<file path="config.mk">
export PLATFORM = sky130hd
export DESIGN_NAME = ama_riscv_mem_arbiter
export DESIGN_NICKNAME = d
export VERILOG_FILES = /design/src/rtl/ama_riscv_mem_arb_pkg.sv /design/src/rtl/ama_riscv_arb_sat_cnt.sv /design/src/rtl/ama_riscv_mem_arbiter.sv
export SDC_FILE = /design/constraint.sdc
export NUM_CORES = 1
export LEC_CHECK = 0
export BUFFER_PORTS_ARGS = -buffer_cell sky130_fd_sc_hd__buf_2
export CAP_MARGIN = 10
export CORE_MARGIN = 10
export CORE_UTILIZATION = 30
export CTS_CLUSTER_DIAMETER = 60
export CTS_CLUSTER_SIZE = 28
export DETAILED_ROUTE_END_ITERATION = 10
export PLACE_DENSITY = 0.88
export SLEW_MARGIN = 40
export SYNTH_ARGS = -nofsm -noshare
export SYNTH_HDL_FRONTEND = slang
export SYNTH_HIERARCHICAL = 1
export SYNTH_SLANG_ARGS = --single-unit
</file>
<file path="constraint.sdc">
create_clock -name clk -period 2.3 [get_ports clk]
set_clock_uncertainty 0.05 [all_clocks]
set_input_delay 0.23 -clock clk [delete_from_list [all_inputs] [get_ports clk]]
set_output_delay 0.23 -clock clk [all_outputs]
set_load 0.02 [all_outputs]
</file>
<file path="src/rtl/ama_riscv_mem_arb_pkg.sv">
`default_nettype none
// ============================================================================
//  ama_riscv_mem_arb_pkg
//  Shared types and defaults for the unified-memory fetch/data arbiter.
//  Revision: 1.0
// ============================================================================
package ama_riscv_mem_arb_pkg;

  localparam int AW_DEF = 14;
  localparam int DW_DEF = 32;

  typedef enum logic [1:0] {
    IDLE = 2'd0,
    RD_F = 2'd1,
    RD_D = 2'd2,
    WR_D = 2'd3
  } arb_state_t;

  typedef enum logic [1:0] {
    NONE = 2'd0,
    IF   = 2'd1,
    DATA = 2'd2
  } owner_t;

  // Only reads produce a response, so only they carry an owner.
  function automatic owner_t owner_of(input arb_state_t st);
    owner_t o;
    o = NONE;
    if (st == RD_F) o = IF;
    else if (st == RD_D) o = DATA;
    return o;
  endfunction

endpackage
`default_nettype wire

</file>
<file path="src/rtl/ama_riscv_arb_sat_cnt.sv">
`default_nettype none
// ============================================================================
//  ama_riscv_arb_sat_cnt
//  Saturating up-counter with synchronous clear (clear wins over increment).
//  Revision: 1.0
// ============================================================================
module ama_riscv_arb_sat_cnt #(
  parameter int             W   = 4,
  parameter logic [W-1:0]   MAX = {W{1'b1}}
) (
  input  logic         clk,
  input  logic         rst,
  input  logic         clr,
  input  logic         inc,
  output logic [W-1:0] cnt
);

  always_ff @(posedge clk or posedge rst) begin
    if (rst) begin
      cnt <= '0;
    end else if (clr) begin
      cnt <= '0;
    end else if (inc && (cnt != MAX)) begin
      cnt <= cnt + W'(1);
    end
  end

endmodule
`default_nettype wire

</file>
<file path="src/rtl/ama_riscv_mem_arbiter.sv">
`default_nettype none
// ============================================================================
//  ama_riscv_mem_arbiter
//  Shares one single-port sync memory between fetch and data ports; data has
//  priority, fetch is forced after STARVE_LIMIT consecutive data wins.
//  Optional perf counters: define AMA_RISCV_ARB_PERF_EN.
//  Revision: 1.0
// ============================================================================
module ama_riscv_mem_arbiter
  import ama_riscv_mem_arb_pkg::*;
#(
  parameter int AW           = AW_DEF,
  parameter int DW           = DW_DEF,
  parameter int STARVE_LIMIT = 4
) (
  input  logic          clk,
  input  logic          rst,
  input  logic          if_req_valid,
  input  logic [AW-1:0] if_req_addr,
  output logic          if_req_ready,
  output logic          if_rsp_valid,
  output logic [DW-1:0] if_rsp_data,
  input  logic          d_req_valid,
  input  logic [3:0]    d_req_we,
  input  logic [AW-1:0] d_req_addr,
  input  logic [DW-1:0] d_req_wdata,
  output logic          d_req_ready,
  output logic          d_rsp_valid,
  output logic [DW-1:0] d_rsp_data,
  output logic          mem_en,
  output logic [3:0]    mem_we,
  output logic [AW-1:0] mem_addr,
  output logic [DW-1:0] mem_din,
  input  logic [DW-1:0] mem_dout,
  output logic          conflict
`ifdef AMA_RISCV_ARB_PERF_EN
  ,
  output logic [31:0]   cnt_conflict,
  output logic [31:0]   cnt_if_stall,
  output logic [31:0]   cnt_starve_force
`endif
);

  localparam int              c_SW    = $clog2(STARVE_LIMIT + 1);
  localparam logic [c_SW-1:0] c_LIMIT = c_SW'(STARVE_LIMIT);

  arb_state_t      r_state;
  arb_state_t      w_state_nxt;
  owner_t          r_owner;
  logic [c_SW-1:0] w_streak;
  logic            w_force;
  logic            w_d_gnt;
  logic            w_if_gnt;

  // Fetch steals the slot only when data has won STARVE_LIMIT times in a row.
  assign w_force  = if_req_valid & d_req_valid & (w_streak == c_LIMIT);
  assign w_d_gnt  = d_req_valid & ~w_force;
  assign w_if_gnt = if_req_valid & ~w_d_gnt;

  assign if_req_ready = w_if_gnt;
  assign d_req_ready  = w_d_gnt;
  assign conflict     = if_req_valid & d_req_valid;

  assign mem_en   = w_if_gnt | w_d_gnt;
  assign mem_we   = w_d_gnt ? d_req_we : 4'h0;
  assign mem_addr = w_d_gnt ? d_req_addr : (w_if_gnt ? if_req_addr : '0);
  assign mem_din  = w_d_gnt ? d_req_wdata : '0;

  ama_riscv_arb_sat_cnt #(
    .W   (c_SW),
    .MAX (c_LIMIT)
  ) u_streak (
    .clk (clk),
    .rst (rst),
    .clr (w_if_gnt | ~if_req_valid),
    .inc (w_d_gnt & if_req_valid),
    .cnt (w_streak)
  );

  always_comb begin
    w_state_nxt = IDLE;
    if (w_if_gnt) begin
      w_state_nxt = RD_F;
    end else if (w_d_gnt) begin
      if (d_req_we == 4'h0) w_state_nxt = RD_D;
      else                  w_state_nxt = WR_D;
    end
  end

  always_ff @(posedge clk or posedge rst) begin
    if (rst) begin
      r_state <= IDLE;
      r_owner <= NONE;
    end else begin
      r_state <= w_state_nxt;
      r_owner <= owner_of(w_state_nxt);
    end
  end

  // Non-owner sees zeros so downstream muxing never leaks the other port's data.
  assign if_rsp_valid = (r_state == RD_F);
  assign d_rsp_valid  = (r_state == RD_D);
  assign if_rsp_data  = (r_owner == IF)   ? mem_dout : '0;
  assign d_rsp_data   = (r_owner == DATA) ? mem_dout : '0;

`ifdef AMA_RISCV_ARB_PERF_EN
  logic w_if_stall;
  assign w_if_stall = if_req_valid & ~w_if_gnt;

  ama_riscv_arb_sat_cnt #(.W(32), .MAX({32{1'b1}})) u_cnt_conflict (
    .clk (clk), .rst (rst), .clr (1'b0), .inc (conflict), .cnt (cnt_conflict)
  );

  ama_riscv_arb_sat_cnt #(.W(32), .MAX({32{1'b1}})) u_cnt_if_stall (
    .clk (clk), .rst (rst), .clr (1'b0), .inc (w_if_stall), .cnt (cnt_if_stall)
  );

  ama_riscv_arb_sat_cnt #(.W(32), .MAX({32{1'b1}})) u_cnt_starve (
    .clk (clk), .rst (rst), .clr (1'b0), .inc (w_force), .cnt (cnt_starve_force)
  );
`endif

endmodule
`default_nettype wire

</file>
After elaboration in Yosys (flattened, before gate mapping):

Index checks and enable logic that the tools add are counted.

* equal/unequal tests: 8
* $lt $le $gt $ge: 0
* add/subtract/negate cells: 1
* reduce and logical (&&, ||, !) cells: 3
* shift operators: 0
* multiplexer cells: 13
* bitwise gates (word level): 10
* div/mod/pow operators: 0
* multipliers: 0

Operators by type and width (count)
* 2-to-1 mux 32 bit: 3
* 2-to-1 mux 14 bit: 2
* 2-to-1 mux 2 bit: 4
* == test 2 x 1 -> 1 bit (second input constant): 3
* == test 2 bit (second input constant): 3
* 2-to-1 mux 3 bit: 2
* bitwise AND 1 bit: 5
* zero test 4 bit: 1
* 2-to-1 mux 4 bit: 1
* adder 3 x 1 -> 3 bit (second input constant): 1
* == test 3 bit (second input constant): 1
* inequality test 3 bit (second input constant): 1
* inverter 1 bit: 3
* OR 1 bit: 2
* nonzero test 2 bit: 1
* logical AND 1 bit: 1
* 2-to-1 mux 1 bit: 1

* word-level logic and storage cells: 38
* ROM bits: 0
* memories: 0
* bits in writable memories: 0
* bits in registers: 7
* bits of input ports: 100
* bits in latches: 0

Logic depth before layout (Yosys ltp):

* word-level depth: 10
* gate-level depth with buffers: 5
* depth with buffers taken out: 5

By module:

The synthesis kept the hierarchy.

Modules (own cells, without submodules)
* ama_riscv_mem_arbiter: cells each 178, area an instance 1198.6 um^2, instances 1
* ama_riscv_arb_sat_cnt: cells each 18, area an instance 202.7 um^2, instances 1

Least setup slack after synthesis:

No wires, ideal clock.

* path kind: register -> output
* start point: register u_streak.cnt[2]
* end point: output mem_addr[10]
* buffers on the path: 1
* path slack: 0.573 ns
* data arrival time: 1.447 ns
* stages on the path, launching flop included: 4
* path through: dfrtp_1 > a31oi_4 > buf_12 > mux2i_1

* word-level cells in the longest chain between the ends: 8

RTL lines
* start: declaration: RTL line ama_riscv_arb_sat_cnt.sv:15 `output logic [W-1:0] cnt`
* start signal: assignment: RTL line ama_riscv_arb_sat_cnt.sv:24 `cnt <= cnt + W'(1);`
* == test 3 bit *: RTL line ama_riscv_mem_arbiter.sv:56 `assign w_force = if_req_valid & d_req_valid & (w_streak == c_LIMIT);`
* bitwise AND 1 bit *: RTL line ama_riscv_mem_arbiter.sv:56
* inverter 1 bit *: RTL line ama_riscv_mem_arbiter.sv:57 `assign w_d_gnt = d_req_valid & ~w_force;`
* bitwise AND 1 bit *: RTL line ama_riscv_mem_arbiter.sv:57
* inverter 1 bit: RTL line ama_riscv_mem_arbiter.sv:58 `assign w_if_gnt = if_req_valid & ~w_d_gnt;`
* bitwise AND 1 bit: RTL line ama_riscv_mem_arbiter.sv:58
* 2-to-1 mux 14 bit: RTL line ama_riscv_mem_arbiter.sv:66 `assign mem_addr = w_d_gnt ? d_req_addr : (w_if_gnt ? if_req_addr : '0);`
* 2-to-1 mux 14 bit *: RTL line ama_riscv_mem_arbiter.sv:66
* end: declaration: RTL line ama_riscv_mem_arbiter.sv:32 `output logic [AW-1:0] mem_addr,`

Every way passes the cells marked *; elsewhere a longest branch is shown, timed or not.

Final worst setup path:

* start point: register u_streak.cnt[1]
* end point: output mem_addr[10]

The elaborated chain is that of the path after synthesis.

==> impl_results.md <==
- Grt total ovfl: 0
- Netlist Area Pre-Place: 1400 µm²
- F_max: 505 MHz
- Area delta synth->final: 82.1%
- Fin util: 57.4%
- Met2 routed WL: 4.30 mm
- Wirelength per Cell: 17.3 µm
- FP Rows: 24
- Fin nets: 514
- Post-Syn Nets: 298
- Placer Congestion: 0.854
- First-pass GRT wire length: 11.1 mm
- CTS tree: yes
- Post-synth EDFFs: 0
- Seq cells post-synth: 7
- Worst-case clock buffer depth: 2
- Commonest register cell after synthesis: dfrtp_1
- Synthesized area per cell: 7.15 µm²
- Worst Setup End Kind: primary output
- Final worst slack: 0.318 ns
- RR Startpoint: u_streak/cnt[1]
- Total CTS buffers: 3
- Max H-tree Level: 1
- Library cells used by synthesis: 25
- Num ports: 220
- Post-synthesis mux area share: 11.8%
- Synth Area in Adders: 1.79%
- Worst-path clk slew: 0.04 ns
- DR top layer: met4
- Final Hold Fails: 0
- Most frequent cell after synthesis: and2_1
- HP Class: input port to register
- Met3 routed WL: 909 µm
- Sink Count: 7
- Core ar.: 4440 µm²
- Max-slew headroom: 70.1%
- Leak Pwr: 1.71 nW
- Post-route ant nets: 0
- Post-synth top area cell: and2_1
- Worst Path Arrival: 1.70 ns
- Vias: 2,045
- Critical path buffers and inverters: 2
- Cell count after synthesis: 196
- Area contributors post-synth: and2_1 (46%), dfrtp_1 (13%), mux2i_1 (11%)
- Status: completed
- Reg area: 175 µm²
- RSZ-0062 raised after global routing: false
- Synth top cells by count: and2_1 (103), inv_1 (19), nand2_1 (16)
- Share of layout cells above drive strength 1: 56.9%
- Number of setup buffers added after CTS: 0
- Worst-margin pin slew: 0.445 ns
- Worst setup SP type: register
- TritonRoute pass-1 iters: 4
- Post-Synth Simple-Gate Area: 57.7%
- Final WL: 8.01 mm
- Wl on met1: 2.67 mm
- Die area: 7800 µm²
- DRC Markers: 0
- Crit Path Max Fanout: 31
- Input/output buffers: 219
- Post-route setup TNS: 0 ns
- # Max-Cap Violations: 0
- Synth top area share: 46.0%
- Die width: 88.3 µm
- Maximum resistive drop on vdd: 0.217 mV
- Critical path startpoint: u_streak/cnt[1]
- Crit path time final: 1.98 ns
- Power per cell area: 283 nW/µm²
- Hold_sp: d_req_we[2]
- Initial DRC Count: 51
- Clock Tree Root: clkbuf_8
- Sequential area share after synthesis: 12.5%
- Total of fill cells in the finished design: 428
- Critical path's largest stage delay: 0.40 ns
- WHS Path Cells: 3
- Synth Area in XOR/XNOR: 0%
- R2r worst-path depth: 5
- Crit path depth: 5
- Initial Util: 31.5%
- WS Path Type: register to primary output
- GRT Total Usage: 18.0%
- Post-synthesis compound-gate area fraction: 4.20%
- Clock insertion delay at the later pin of the skew report: 0.23 ns
- Antenna violations before repair: 1
- WP data required: 2.02 ns
- Crit path max-delay family: buffers and inverters
- Synth warn: 6
- Main combinational cell family by area after synthesis: simple AND/OR/NAND/NOR gates
- Cell Chain, Critical Path: nor2_2 > a31oi_4 > buf_4 > mux2i_1 > buf_2
- DPL Wire Length: 7.35 mm
- Area of the multi-input gates: 1060 µm²
- Largest net degree at the start of global routing: 33
- Critical Path Slowest Stage Cell: dfrtp_1
- Share of synthesized registers carrying an async set or reset: 100%
- Final setup violation count: 0
- Tcrit/Tclk final: 86.2%
- Max-slew violations: 0
- Vias in the first global route: 2,198
- Drt via density: 4.41
- DIE HEIGHT: 88.3 µm
- Pre-CTS WS: 0.544 ns
logic make-up after synthesis:
group,count (synthesis)
compound gates,5
fa+ha+maj,2
buf+inv,32
flops,7
mux,16
simple gates,134
area by class of cell:
| type | count | area share [%] |
|---|---|---|
| clock buffer | 4 | 1.76 |
| multi-input combinational | 157 | 41.4 |
| sequential | 7 | 6.86 |
| inverter | 19 | 2.79 |
| timing repair buffer | 224 | 44.5 |
| antenna | 1 | 0.0980 |
| tap | 52 | 2.55 |
flip-flops by register name, indices dropped and copies added (netlist names):
register      cells
u_streak/cnt      3
r_owner           2
r_state           2
path summary, 6_finish.rpt:
kind | slack (ns) | end
max in group asynchronous | 1.67 | r_state[0]
setup / recovery | 0.32 | mem_addr[10]
setup reg to reg | 0.72 | u_streak/cnt[0]
hold reg to reg | 0.58 | u_streak/cnt[1]
hold / removal | 0.29 | r_owner[1]
min in group asynchronous | 0.39 | u_streak/cnt[0]
report_power, final:
group          total (W)  internal, W  switching [W]
clock network   0.000177     0.000120      0.0000566
logic           0.000415     0.000176       0.000239
registers       0.000130     0.000128     0.00000230
total           0.000721     0.000424       0.000298
per-layer routing:
| layer | GRT usage (%) | up-vias |
|---|---|---|
| li1 | - | 1023 |
| met1 | 17.1 | 881 |
| met2 | 36.1 | 133 |
| met3 | 5.24 | 8 |
| met4 | 5.29 | 0 |
| met5 | 0 | - |
worst register-to-register path: cells and delay by family (launching register included):
family	cells	cell delay [ns]
AND/OR/NAND/NOR	3	0.55
flip-flops	1	0.41
multiplexers	1	0.31
AO/OA/AOI/OAI	1	0.15
what timing repair did:
action,4_1_cts,5_1_grt
resized for setup,0,0
hold endpoints to repair,7,0
hold buffers,1,0
cells in the final DEF, fill, tap and decap left out:
| cell type | count |
|---|---|
| nor2_2 | 1 |
| nand2_1 | 16 |
| a21oi_1 | 1 |
| clkbuf_8 | 3 |
| and4b_1 | 1 |
| and2b_2 | 2 |
| nor2b_1 | 5 |
| and2_1 | 103 |
| ha_1 | 2 |
| diode_2 | 1 |
| nor4_1 | 1 |
| dfrtp_1 | 7 |
| buf_4 | 4 |
| or2_2 | 1 |
| clkbuf_1 | 1 |
| buf_2 | 219 |
| a21boi_0 | 1 |
| inv_1 | 19 |
| a21boi_4 | 1 |
| nor3_2 | 1 |
| nor2_1 | 1 |
| nand2b_1 | 2 |
| dlygate4sd3_1 | 1 |
| mux2_4 | 1 |
| a31oi_4 | 1 |
| mux2i_1 | 15 |
| a31oi_1 | 1 |
stage by stage:
stage | hold slack [ns] | power, W | std cells | area, µm²
finish | 0.292 | 0.000721 | 464 | 2550
global route | 0.312 | 0.000769 | 464 | 2550
global placement | 0.0641 | 0.000541 | 458 | 2490
CTS | 0.295 | 0.000732 | 463 | 2550
detailed placement | 0.0741 | 0.000549 | 458 | 2490
floorplan | -0.0664 | 0.000365 | 196 | 1400
No activity file was read; power rests on OpenSTA's default activity.
